===== src/rtl/dmem_arbiter.sv =====
// Shares the single-port data RAM between the CPU data port and the camera packer.
// The CPU wins by default; a pending camera word takes a slot once it has waited STARVE_MAX cycles.
module dmem_arbiter #(
   parameter int ADDR_W      = 10,
   parameter int PIX_W       = 8,
   parameter int FRAME_BASE  = 'h100,
   parameter int FRAME_WORDS = 64,
   parameter int STARVE_MAX  = 4
) (
   input  logic              clk,
   input  logic              reset,
   input  logic              cpu_write_enable,
   input  logic              cpu_read_enable,
   input  logic [31:0]       cpu_address,
   input  logic [31:0]       cpu_write_data,
   output logic [31:0]       cpu_read_data,
   output logic              cpu_stall,
   input  logic              cam_valid,
   output logic              cam_ready,
   input  logic [PIX_W-1:0]  cam_pixel,
   input  logic              cam_frame_start,
   output logic              frame_done,
   output logic [ADDR_W-1:0] ram_address,
   output logic [31:0]       ram_write_data,
   output logic              ram_wren,
   input  logic [31:0]       ram_q
);

   localparam int PPW  = 32 / PIX_W;
   localparam int PC_W = (PPW > 1) ? $clog2(PPW) : 1;
   localparam int WI_W = (FRAME_WORDS > 1) ? $clog2(FRAME_WORDS) : 1;
   localparam int WC_W = $clog2(STARVE_MAX + 1);

   logic [31:0]     pack_buf_q, pack_buf_d;
   logic [PC_W-1:0] pix_cnt_q, pix_cnt_d;
   logic            word_pending_q, word_pending_d;
   logic [WC_W-1:0] wait_cnt_q, wait_cnt_d;
   logic [WI_W-1:0] word_idx_q, word_idx_d;
   logic            frame_done_q, frame_done_d;

   logic cpu_req, cam_req, cam_grant, pix_accept, last_word, starved;
   logic unused_addr_hi;

   assign unused_addr_hi = ^cpu_address[31:ADDR_W];

   assign cpu_req    = cpu_write_enable | cpu_read_enable;
   assign cam_req    = word_pending_q;
   assign starved    = (wait_cnt_q == WC_W'(STARVE_MAX));
   assign cam_ready  = ~word_pending_q & ~cam_frame_start;
   assign pix_accept = cam_valid & cam_ready;
   // A frame restart discards the pending word, so it must not also be written.
   assign cam_grant  = cam_req & ~cam_frame_start & (~cpu_req | starved);
   assign cpu_stall  = cam_grant & cpu_req;
   assign last_word  = (word_idx_q == WI_W'(FRAME_WORDS - 1));

   assign ram_address    = cam_grant ? (ADDR_W'(FRAME_BASE) + ADDR_W'(word_idx_q))
                                     : cpu_address[ADDR_W-1:0];
   assign ram_write_data = cam_grant ? pack_buf_q : cpu_write_data;
   assign ram_wren       = cam_grant | cpu_write_enable;
   assign cpu_read_data  = ram_q;
   assign frame_done     = frame_done_q;

   always_comb begin
      pack_buf_d     = pack_buf_q;
      pix_cnt_d      = pix_cnt_q;
      word_pending_d = word_pending_q;
      wait_cnt_d     = wait_cnt_q;
      word_idx_d     = word_idx_q;
      frame_done_d   = 1'b0;
      if (cam_frame_start) begin
         pix_cnt_d      = '0;
         word_idx_d     = '0;
         word_pending_d = 1'b0;
         wait_cnt_d     = '0;
      end else begin
         if (pix_accept) begin
            for (int i = 0; i < PPW; i++) begin
               if (pix_cnt_q == PC_W'(i)) pack_buf_d[i*PIX_W +: PIX_W] = cam_pixel;
            end
            if (pix_cnt_q == PC_W'(PPW - 1)) begin
               pix_cnt_d      = '0;
               word_pending_d = 1'b1;
            end else begin
               pix_cnt_d = pix_cnt_q + PC_W'(1);
            end
         end
         if (cam_grant) begin
            word_pending_d = 1'b0;
            wait_cnt_d     = '0;
            frame_done_d   = last_word;
            word_idx_d     = last_word ? '0 : word_idx_q + WI_W'(1);
         end else if (cam_req && !starved) begin
            wait_cnt_d = wait_cnt_q + WC_W'(1);
         end
      end
   end

   always_ff @(posedge clk or posedge reset) begin
      if (reset) begin
         pack_buf_q     <= '0;
         pix_cnt_q      <= '0;
         word_pending_q <= 1'b0;
         wait_cnt_q     <= '0;
         word_idx_q     <= '0;
         frame_done_q   <= 1'b0;
      end else begin
         pack_buf_q     <= pack_buf_d;
         pix_cnt_q      <= pix_cnt_d;
         word_pending_q <= word_pending_d;
         wait_cnt_q     <= wait_cnt_d;
         word_idx_q     <= word_idx_d;
         frame_done_q   <= frame_done_d;
      end
   end

endmodule

===== config.mk =====
export PLATFORM = sky130hd
export DESIGN_NAME = dmem_arbiter
export DESIGN_NICKNAME = d
export VERILOG_FILES = /design/src/rtl/dmem_arbiter.sv
export SDC_FILE = /design/constraint.sdc
export NUM_CORES = 1
export LEC_CHECK = 0
export ABC_AREA = 1
export CAP_MARGIN = 15
export CORE_ASPECT_RATIO = 1.4
export CORE_MARGIN = 5
export CORE_UTILIZATION = 32
export DETAILED_ROUTE_END_ITERATION = 10
export PLACE_DENSITY = 0.75
export SLEW_MARGIN = 20
export SYNTH_ARGS = -nofsm -noshare
export SYNTH_HDL_FRONTEND = slang
export SYNTH_SLANG_ARGS = --single-unit

===== constraint.sdc =====
create_clock -name clk -period 1.7 [get_ports clk]
set_clock_uncertainty 0.1 [all_clocks]
set_input_delay 0.51 -clock clk [delete_from_list [all_inputs] [get_ports clk]]
set_output_delay 0.51 -clock clk [all_outputs]
set_load 0.02 [all_outputs]

==> results of run 1 <==
-- report_power, final --
group	total (mW)	internal, mW	switching, mW
clock	0.926	0.546	0.380
sequential	1.70	1.46	0.245
combinational	1.09	0.539	0.556
total	3.72	2.54	1.18
-- what timing repair did --
action,4_1_cts,5_1_grt
buffers inserted,5,0
gates resized for setup,296,42
pin swaps,7,5
gates cloned,3,1
setup endpoints to repair,63,54
hold buffers,0,0
-- final timing paths --
check | startpoint | to | slack (ps) | depth (start not counted)
hold reg to reg | pack_buf_q[27] | pack_buf_q[27] | 390 | 2
min in group asynchronous | reset | frame_done | 480 | 3
setup reg to reg | wait_cnt_q[1] | word_idx_q[0] | 10 | 10
max in group asynchronous | reset | pack_buf_q[27] | 800 | 3
hold / removal | pack_buf_q[27] | pack_buf_q[27] | 390 | 2
setup / recovery | wait_cnt_q[1] | ram_write_data[12] | -610 | 10
-- kinds of logic (layout without fill, tap and decap cells) --
| group | after synthesis | after routing |
|---|---|---|
| AOI/OAI and AO/OA | 46 | 46 |
| xor gates and xnor gates | 3 | 3 |
| adders and majority gates | 7 | 7 |
| buffers and inverters | 71 | 173 |
| DFF | 45 | 45 |
| and+or+nand+nor | 187 | 187 |
-- worst register-to-register path: stages, from the launching register on --
cell and delay, ps:
dfrtp_1 390, inv_2 80, ha_4 120, nand2_2 50
o21ai_2 90, nand2_4 110, buf_6 170, buf_16 150
buf_4 150, o21ai_1 120, nor2_1 60
-- cells in the mapped netlist --
library cell,count,area share
nand2_1,156,0.22
dfrtp_1,45,0.42
buf_4,36,0.10
o21ai_0,31,0.057
inv_1,24,0.033
o21ai_1,12,0.022
nor2_1,11,0.015
ha_1,7,0.032
nand3_1,7,0.013
buf_6,5,0.021
nand2_4,5,0.021
buf_2,4,0.0074
nand2_2,2,0.0046
or2_2,2,0.0046
xnor2_1,2,0.0065
a22oi_1,1,0.0028
inv_2,1,0.0014
inv_6,1,0.0032
nand4_1,1,0.0023
nor2_2,1,0.0023
nor2_4,1,0.0042
o21bai_1,1,0.0028
o22ai_1,1,0.0023
or2_1,1,0.0023
xor2_1,1,0.0032
-- through the flow --
step / cells / setup WS (ps)
6_report: 563 / -611
3_5_place_dp: 546 / -1240
2_1_floorplan: 359 / -142
4_1_cts: 562 / -608
5_1_grt: 563 / -689
3_3_place_gp: 546 / -1190
-- metal layers --
metal	GRT usage	vias to the layer above	routed length [um]
met3	0.0313	34	559
met2	0.273	102	4430
met1	0.179	1206	2930
li1	-	1278	-
met5	0	-	0
met4	0.0768	0	385
-- cell type report --
class                      instances  share of cell area
timing repair buffer             139               0.339
multi-input combinational        243               0.322
inverter                          26              0.0243
sequential                        45               0.255
clock buffer                       7              0.0300
tap                              102              0.0288
clock inverter                     1             0.00170
-- state kept, by name (all words and copies together), names as in the netlist --
signal,count
pack_buf_q,32
pix_cnt_q,2
word_idx_q,6
cam_req,1
frame_done,1
wait_cnt_q,3
-- cell usage in the layout (no fill, tap or decap), drive strengths merged --
cell | netlist | layout
clkinvlp | 0 | 1
or2 | 3 | 3
ha | 7 | 7
clkdlybuf4s15 | 0 | 1
a22oi | 1 | 1
nand2 | 163 | 163
inv | 26 | 26
dlygate4sd2 | 0 | 3
nand3 | 7 | 7
o21bai | 1 | 1
xnor2 | 2 | 2
o21ai | 43 | 43
nand4 | 1 | 1
nor2 | 13 | 13
xor2 | 1 | 1
o22ai | 1 | 1
buf | 45 | 82
clkdlybuf4s50 | 0 | 52
clkbuf | 0 | 8
dfrtp | 45 | 45
==> impl_metrics.tcl, run 1 <==
set metrics [dict create \
    status "finished with violations" \
    violations "setup timing" \
    synth.distinct_cells 25 \
    grt-ovfl-total 0 \
    num_io_pins 188 \
    fp.dieH_um 119 \
    slowest_stage "dfrtp_1" \
    grt_max_degree 46 \
    cp.arrival_ps 1700 \
    io_buffers 101 \
    synth_compound_area_frac 0.0876 \
    postLayoutCoreUtil 0.540 \
    synth_top_family_by_area "simple AND/OR/NAND/NOR gates" \
    yosysWarningCount 0 \
    holdWs_ps 392 \
    ant_nets 0 \
    cts_buffers 5 \
    clock-sinks 45 \
    drv_slew 0 \
    core-area_um2 8200 \
    relSlewSlack 0.834 \
    row_count 39 \
    dr.pass1.iters 4 \
    final.setup.tns_ps -25100 \
    power_leakage_nw 2.18 \
    clock.fmax_ghz 0.433 \
    crit_chain "inv_2 > ha_4 > nand2_2 > o21ai_2 > nand2_4 > buf_6 > buf_16 > nand2_1 > nand2_2 > buf_2" \
    cp-start-kind "flop" \
    cts_tree "done" \
    crit_top_cell "nand2_2" \
    clockBufferDepth 2 \
    area.sequential_um2 1130 \
    antenna_found_initial 0 \
    maxCapViolCount 0 \
    ys_seq_area_frac 0.417 \
    worstSkewPairLatency_ps 280 \
    wl_per_cell_um 14.7 \
    worst_slack_ps -611 \
    start_util 0.329 \
    critical_path_required_ps 1090 \
    synth_fa_ha_area_frac 0.0325 \
    place_congestion 0.747 \
    period_share 1.36 \
    clk_pin_slew_ps 60 \
    wl_um 8300 \
    avgSynthCellArea_um2 7.52 \
    synth_xor_xnor_area_share 0.00974 \
    max_stage_delay_ps 390 \
    area_growth_pct 63.9 \
    cp-end-kind "output port" \
    rsz0062_at_grt "true" \
    yosys_register_bits 45 \
    htree_num_levels 2 \
    synthMuxAreaShare 0 \
    die-width_um 87.6 \
    viasPerCell 4.65 \
    netlist_instances 359 \
    hold_viol 0 \
    crit_buf_inv 4 \
    antenna_cells 0 \
    finalPower_mw 3.72 \
    peakVddDrop_uv 451 \
    grt_pass1_wl_um 12800 \
    drive_gt1_frac 0.393 \
    cts_root_buf "clkbuf_16" \
    grt_pass1_vias 2636 \
    syn_nets 476 \
    setup_viol 44 \
    period_minus_slack_ps 2310 \
    cp_max_fo 9 \
    cp_top_family "buffers and inverters" \
    grt_usage 0.157 \
    hold_path_class "reg -> reg" \
    place_area_um2 3890 \
    netlist_area_um2 2700 \
    design_area_um2 4420 \
    yosys.area_share.simple 0.287 \
    pwr_density_cell_nw_per_um2 842 \
    fill_cells 754 \
    dp_hpwl_um 5970 \
    multi_input_area_um2 1420 \
    fin_nets 577 \
    die-area_um2 10400 \
    path_class "reg -> out" \
    vias 2620 \
    tightestPinTransition_ps 248 \
    drt_iter0_markers 93 \
    drc 0 \
]
(Power assumes the default switching activity.)
==> run 2: changes to the inputs <==
- clock period: 1.7 -> 1.9 ns (I/O delays scaled with it)
==> impl_metrics.tcl, run 2 (synthesis results as in run 1) <==
set metrics [dict create \
    whs_path_depth 2 \
    fp.dieH_um 119 \
    area_growth_pct 63.8 \
    ant_nets 0 \
    postLayoutCoreUtil 0.539 \
    period_share 1.27 \
    tightestPinTransition_ps 251 \
    r2r-start "wait_cnt_q[0]" \
    clock.fmax_ghz 0.416 \
    antenna_cells 0 \
    core-area_um2 8200 \
    final.setup.tns_ps -19140 \
    setup_viol 44 \
    drv_slew 0 \
    pwr_density_cell_nw_per_um2 759 \
    reg_top3 "pack_buf_q: 32 flops, word_idx_q: 6 flops, wait_cnt_q: 3 flops" \
    r2r_cells 11 \
    grt_util_met3 0.0334 \
    layout_common_cells "nand2_1 (85), nand2_2 (65), clkdlybuf4s50_1 (52)" \
    cp_max_fo 8 \
    violations "setup timing" \
    dr.pass1.iters 4 \
    worst_slack_ps -506 \
    dpl.cell_count 539 \
    cp.arrival_ps 1740 \
    postCtsHoldBufs 0 \
    crit_start "wait_cnt_q[0]" \
    design_area_um2 4420 \
    drive_gt1_frac 0.402 \
    worstSkewPairLatency_ps 280 \
    top_register "pack_buf_q" \
    largest_reg_flops 32 \
    grt_pass1_vias 2574 \
    htree_num_levels 2 \
    cts_buffers 5 \
    grt_max_degree 46 \
    cp-end-kind "output port" \
    fin_nets 574 \
    dp_hpwl_um 5790 \
    use_met1 0.174 \
    num_io_pins 188 \
    status "finished with violations" \
    vias 2631 \
    power_leakage_nw 2.23 \
    place_area_um2 3800 \
    wl_per_cell_um 14.8 \
    peakVddDrop_uv 513 \
    grt_util_met2 0.278 \
    critical_path_required_ps 1230 \
    grt-ovfl-total 0 \
    grt_usage 0.153 \
    start_util 0.329 \
    hold_path_class "reg -> reg" \
    grt_busiest_layer "met2" \
    dp_slack_ps -1140 \
    rsz0062_at_grt "true" \
    drt_iter0_markers 89 \
    clk_pin_slew_ps 60 \
    holdWs_ps 387 \
    io_buffers 101 \
    clockBufferDepth 2 \
    antenna_found_initial 0 \
    relSlewSlack 0.833 \
    final_cells 560 \
    place_congestion 0.750 \
    grt_pass1_wl_um 12600 \
    final_common_cell "nand2_1" \
    row_count 39 \
    period_minus_slack_ps 2410 \
    finalPower_mw 3.36 \
    cts_tree "done" \
    hp-start "pack_buf_q[28]" \
    cp-start-kind "flop" \
    drc 0 \
    die-area_um2 10400 \
    path_class "reg -> out" \
    maxCapViolCount 0 \
    hold_viol 0 \
    clock-sinks 45 \
    cts_root_buf "clkbuf_16" \
    viasPerCell 4.70 \
    wl_um 8310 \
    die-width_um 87.6 \
]
[run 2: final timing paths]
path / to / slack, ps
max reg2reg: word_idx_q[5] / 110
min in group asynchronous: frame_done / 520
min reg2reg: pack_buf_q[28] / 390
max in group asynchronous: pack_buf_q[0] / 940
min: pack_buf_q[28] / 390
max: ram_wren / -510
[run 2: final cells by class]
class,instances,area [um^2]
clock inverters,2,15.0
repair buffers,136,1490
fillers,786,3780
well taps,102,128
inverters,26,115
clock buffers,6,129
multi-input cells,243,1420
flip-flops and latches,45,1130
[run 2: timing repair]
action / 4_1_cts / 5_1_grt
gates resized for setup: 284 / 56
pin swaps: 5 / 5
gates cloned: 4 / 4
buffers inserted: 3 / 3
setup endpoints to repair: 48 / 48
[run 2: power by group]
group	leakage, nW	switching [mW]	internal (mW)
clock network	0.0631	0.352	0.487
registers	0.584	0.247	1.30
logic	1.59	0.492	0.473
[run 2: critical path, stage by stage, from the launching register on]
cell and delay, ps:
dfrtp_1 370, inv_2 60, ha_4 150, nand2_2 50, o21ai_2 60, nand2_4 130, clkinv_8 110, buf_16 160
or2_4 220, buf_6 130
[run 2: routing by layer]
metal  up-vias  wire, um
met5         -         0
met4         0       241
met3        34       540
met2        83      4530
met1      1242      3010
li1       1272         -
==> run 3: changes to the inputs <==
- CORE_UTILIZATION: 32 -> 45
- DONT_BUFFER_PORTS: unset -> 1
- PLACE_DENSITY: 0.75 -> 0.6
==> impl_metrics.tcl, run 3 (synthesis results as in run 1) <==
set metrics [dict create \
    status "finished with violations" \
    violations "setup timing" \
    internal-power_mw 1.86 \
    fin_nets 466 \
    grt_usage 0.186 \
    die-width_um 75.5 \
    viasPerCell 5.16 \
    worstSkewPairLatency_ps 300 \
    rsz0062_at_grt "true" \
    dr.pass1.iters 4 \
    clockBufferDepth 2 \
    postCtsHoldBufs 0 \
    die-area_um2 7670 \
    cts_buffers 5 \
    period_share 1.20 \
    hold_viol 0 \
    setup_viol 44 \
    cp-start-kind "flop" \
    clk_pin_slew_ps 80 \
    vias 2169 \
    tightestPinTransition_ps 272 \
    cts_tree "done" \
    io_buffers 0 \
    power_leakage_nw 1.66 \
    area_growth_pct 19.8 \
    clock.fmax_ghz 0.438 \
    pwr_density_cell_nw_per_um2 877 \
    reg_top3 "pack_buf_q: 32 flops, word_idx_q: 6 flops, wait_cnt_q: 3 flops" \
    p_comb_frac 0.259 \
    p_seq_frac 0.538 \
    drive_gt1_frac 0.360 \
    grt_max_degree 46 \
    hold_path_class "in -> async" \
    row_count 33 \
    largest_reg_flops 32 \
    top_register "pack_buf_q" \
    grt_pass1_wl_um 10700 \
    power_frac_clock 0.204 \
    switching_share 0.345 \
    htree_num_levels 2 \
    relSlewSlack 0.819 \
    drt_iter0_markers 72 \
    grt-ovfl-total 0 \
    peakVddDrop_uv 518 \
    p_switching_uw 977 \
    maxCapViolCount 0 \
    core-area_um2 5860 \
    design_area_um2 3230 \
    start_util 0.460 \
    period_minus_slack_ps 2280 \
    ant_nets 0 \
    wl_per_cell_um 16.6 \
    path_class "reg -> out" \
    wl_um 6960 \
    place_congestion 0.820 \
    cp_max_fo 11 \
    final.setup.tns_ps -15470 \
    final_common_cell "nand2_1" \
    drc 0 \
    grt_pass1_vias 2210 \
    critical_path_required_ps 1230 \
    cp-end-kind "output port" \
    cp.arrival_ps 1610 \
    clock-sinks 45 \
    cts_root_buf "clkbuf_8" \
    place_area_um2 2710 \
    num_io_pins 188 \
    layout_common_cells "nand2_1 (92), nand2_2 (45), dfrtp_1 (45)" \
    worst_slack_ps -383 \
    antenna_found_initial 0 \
    fp.dieH_um 102 \
    drv_slew 0 \
    dp_hpwl_um 4580 \
    antenna_cells 0 \
]
[run 3: cell count changes in the layout (fill, tap and decap cells not counted), moves of 7 or more]
| cell | delta |
|---|---|
| nand2_2 | -20 |
| clkbuf_16 | -7 |
| nand2_1 | +7 |
| buf_6 | -30 |
| buf_4 | -18 |
| clkdlybuf4s50_1 | -52 |
| nand2_4 | +13 |
[run 3: power by group through the flow]
| stage | registers, mW | logic, mW | clock network, mW |
|---|---|---|---|
| 2_1_floorplan | 1.46 | 0.684 | 0 |
| 3_3_place_gp | 1.51 | 0.663 | 0 |
| 3_5_place_dp | 1.52 | 0.695 | 0 |
| 4_1_cts | 1.52 | 0.728 | 0.591 |
| 5_1_grt | 1.57 | 0.844 | 0.623 |
| 6_report | 1.53 | 0.733 | 0.577 |
[run 3: layer usage]
metal  part of all wire  wire length [um]  vias to the layer above  track usage
met4              0.022               151                        0       0.0754
met1               0.40              2800                     1017        0.231
met2               0.52              3620                       75        0.311
met5                  0                 0                        -            0
li1                   -                 -                     1057            -
met3              0.055               384                       20       0.0357
[run 3: stage by stage]
stage / std cells / util / total power, mW / setup WS [ps] / hold WS (ps)
floorplan: 359 / - / 2.14 / -0.852 / 353
global placement: 402 / 0.462 / 2.17 / -105 / 366
detailed placement: 402 / 0.462 / 2.21 / -119 / 373
CTS: 418 / 0.531 / 2.84 / -402 / 81.8
global route: 420 / 0.551 / 3.04 / -486 / 90.5
finish: 420 / 0.551 / 2.84 / -383 / 65.8
[run 3: final cells by class]
cell class              instances  area, um^2
clock buffers                   8        80.1
fillers                       579        2630
repair buffers                 28         385
well taps                      70        87.6
inverters                      26         110
multi-input cells             243        1440
flip-flops and latches         45        1130
[run 3: worst paths after layout]
check                                 from  cells after the start  slack (ps)                  to
setup / recovery             wait_cnt_q[1]                      9        -380  ram_write_data[17]
hold / removal                       reset                      2          70          frame_done
setup reg to reg             wait_cnt_q[1]                     11         140       word_idx_q[5]
hold reg to reg             pack_buf_q[10]                      2         400      pack_buf_q[10]
max in group asynchronous            reset                      2        1400       pack_buf_q[4]
min in group clk           cam_frame_start                      3         320       word_idx_q[4]
[run 3: critical path: stages (launching register included)]
cell,delay (ps)
dfrtp_1,390
inv_2,80
ha_4,130
nand2_2,40
o21ai_2,70
nand2_4,120
inv_8,130
clkbuf_16,170
nand2_1,60
nand2_2,120
[run 3: repair_timing]
item / 4_1_cts / 5_1_grt
endpoints found under the setup margin: 44 / 46
resized for setup: 57 / 28
cloned: 5 / 1
pin swaps: 14 / 13
setup buffers: 4 / 1
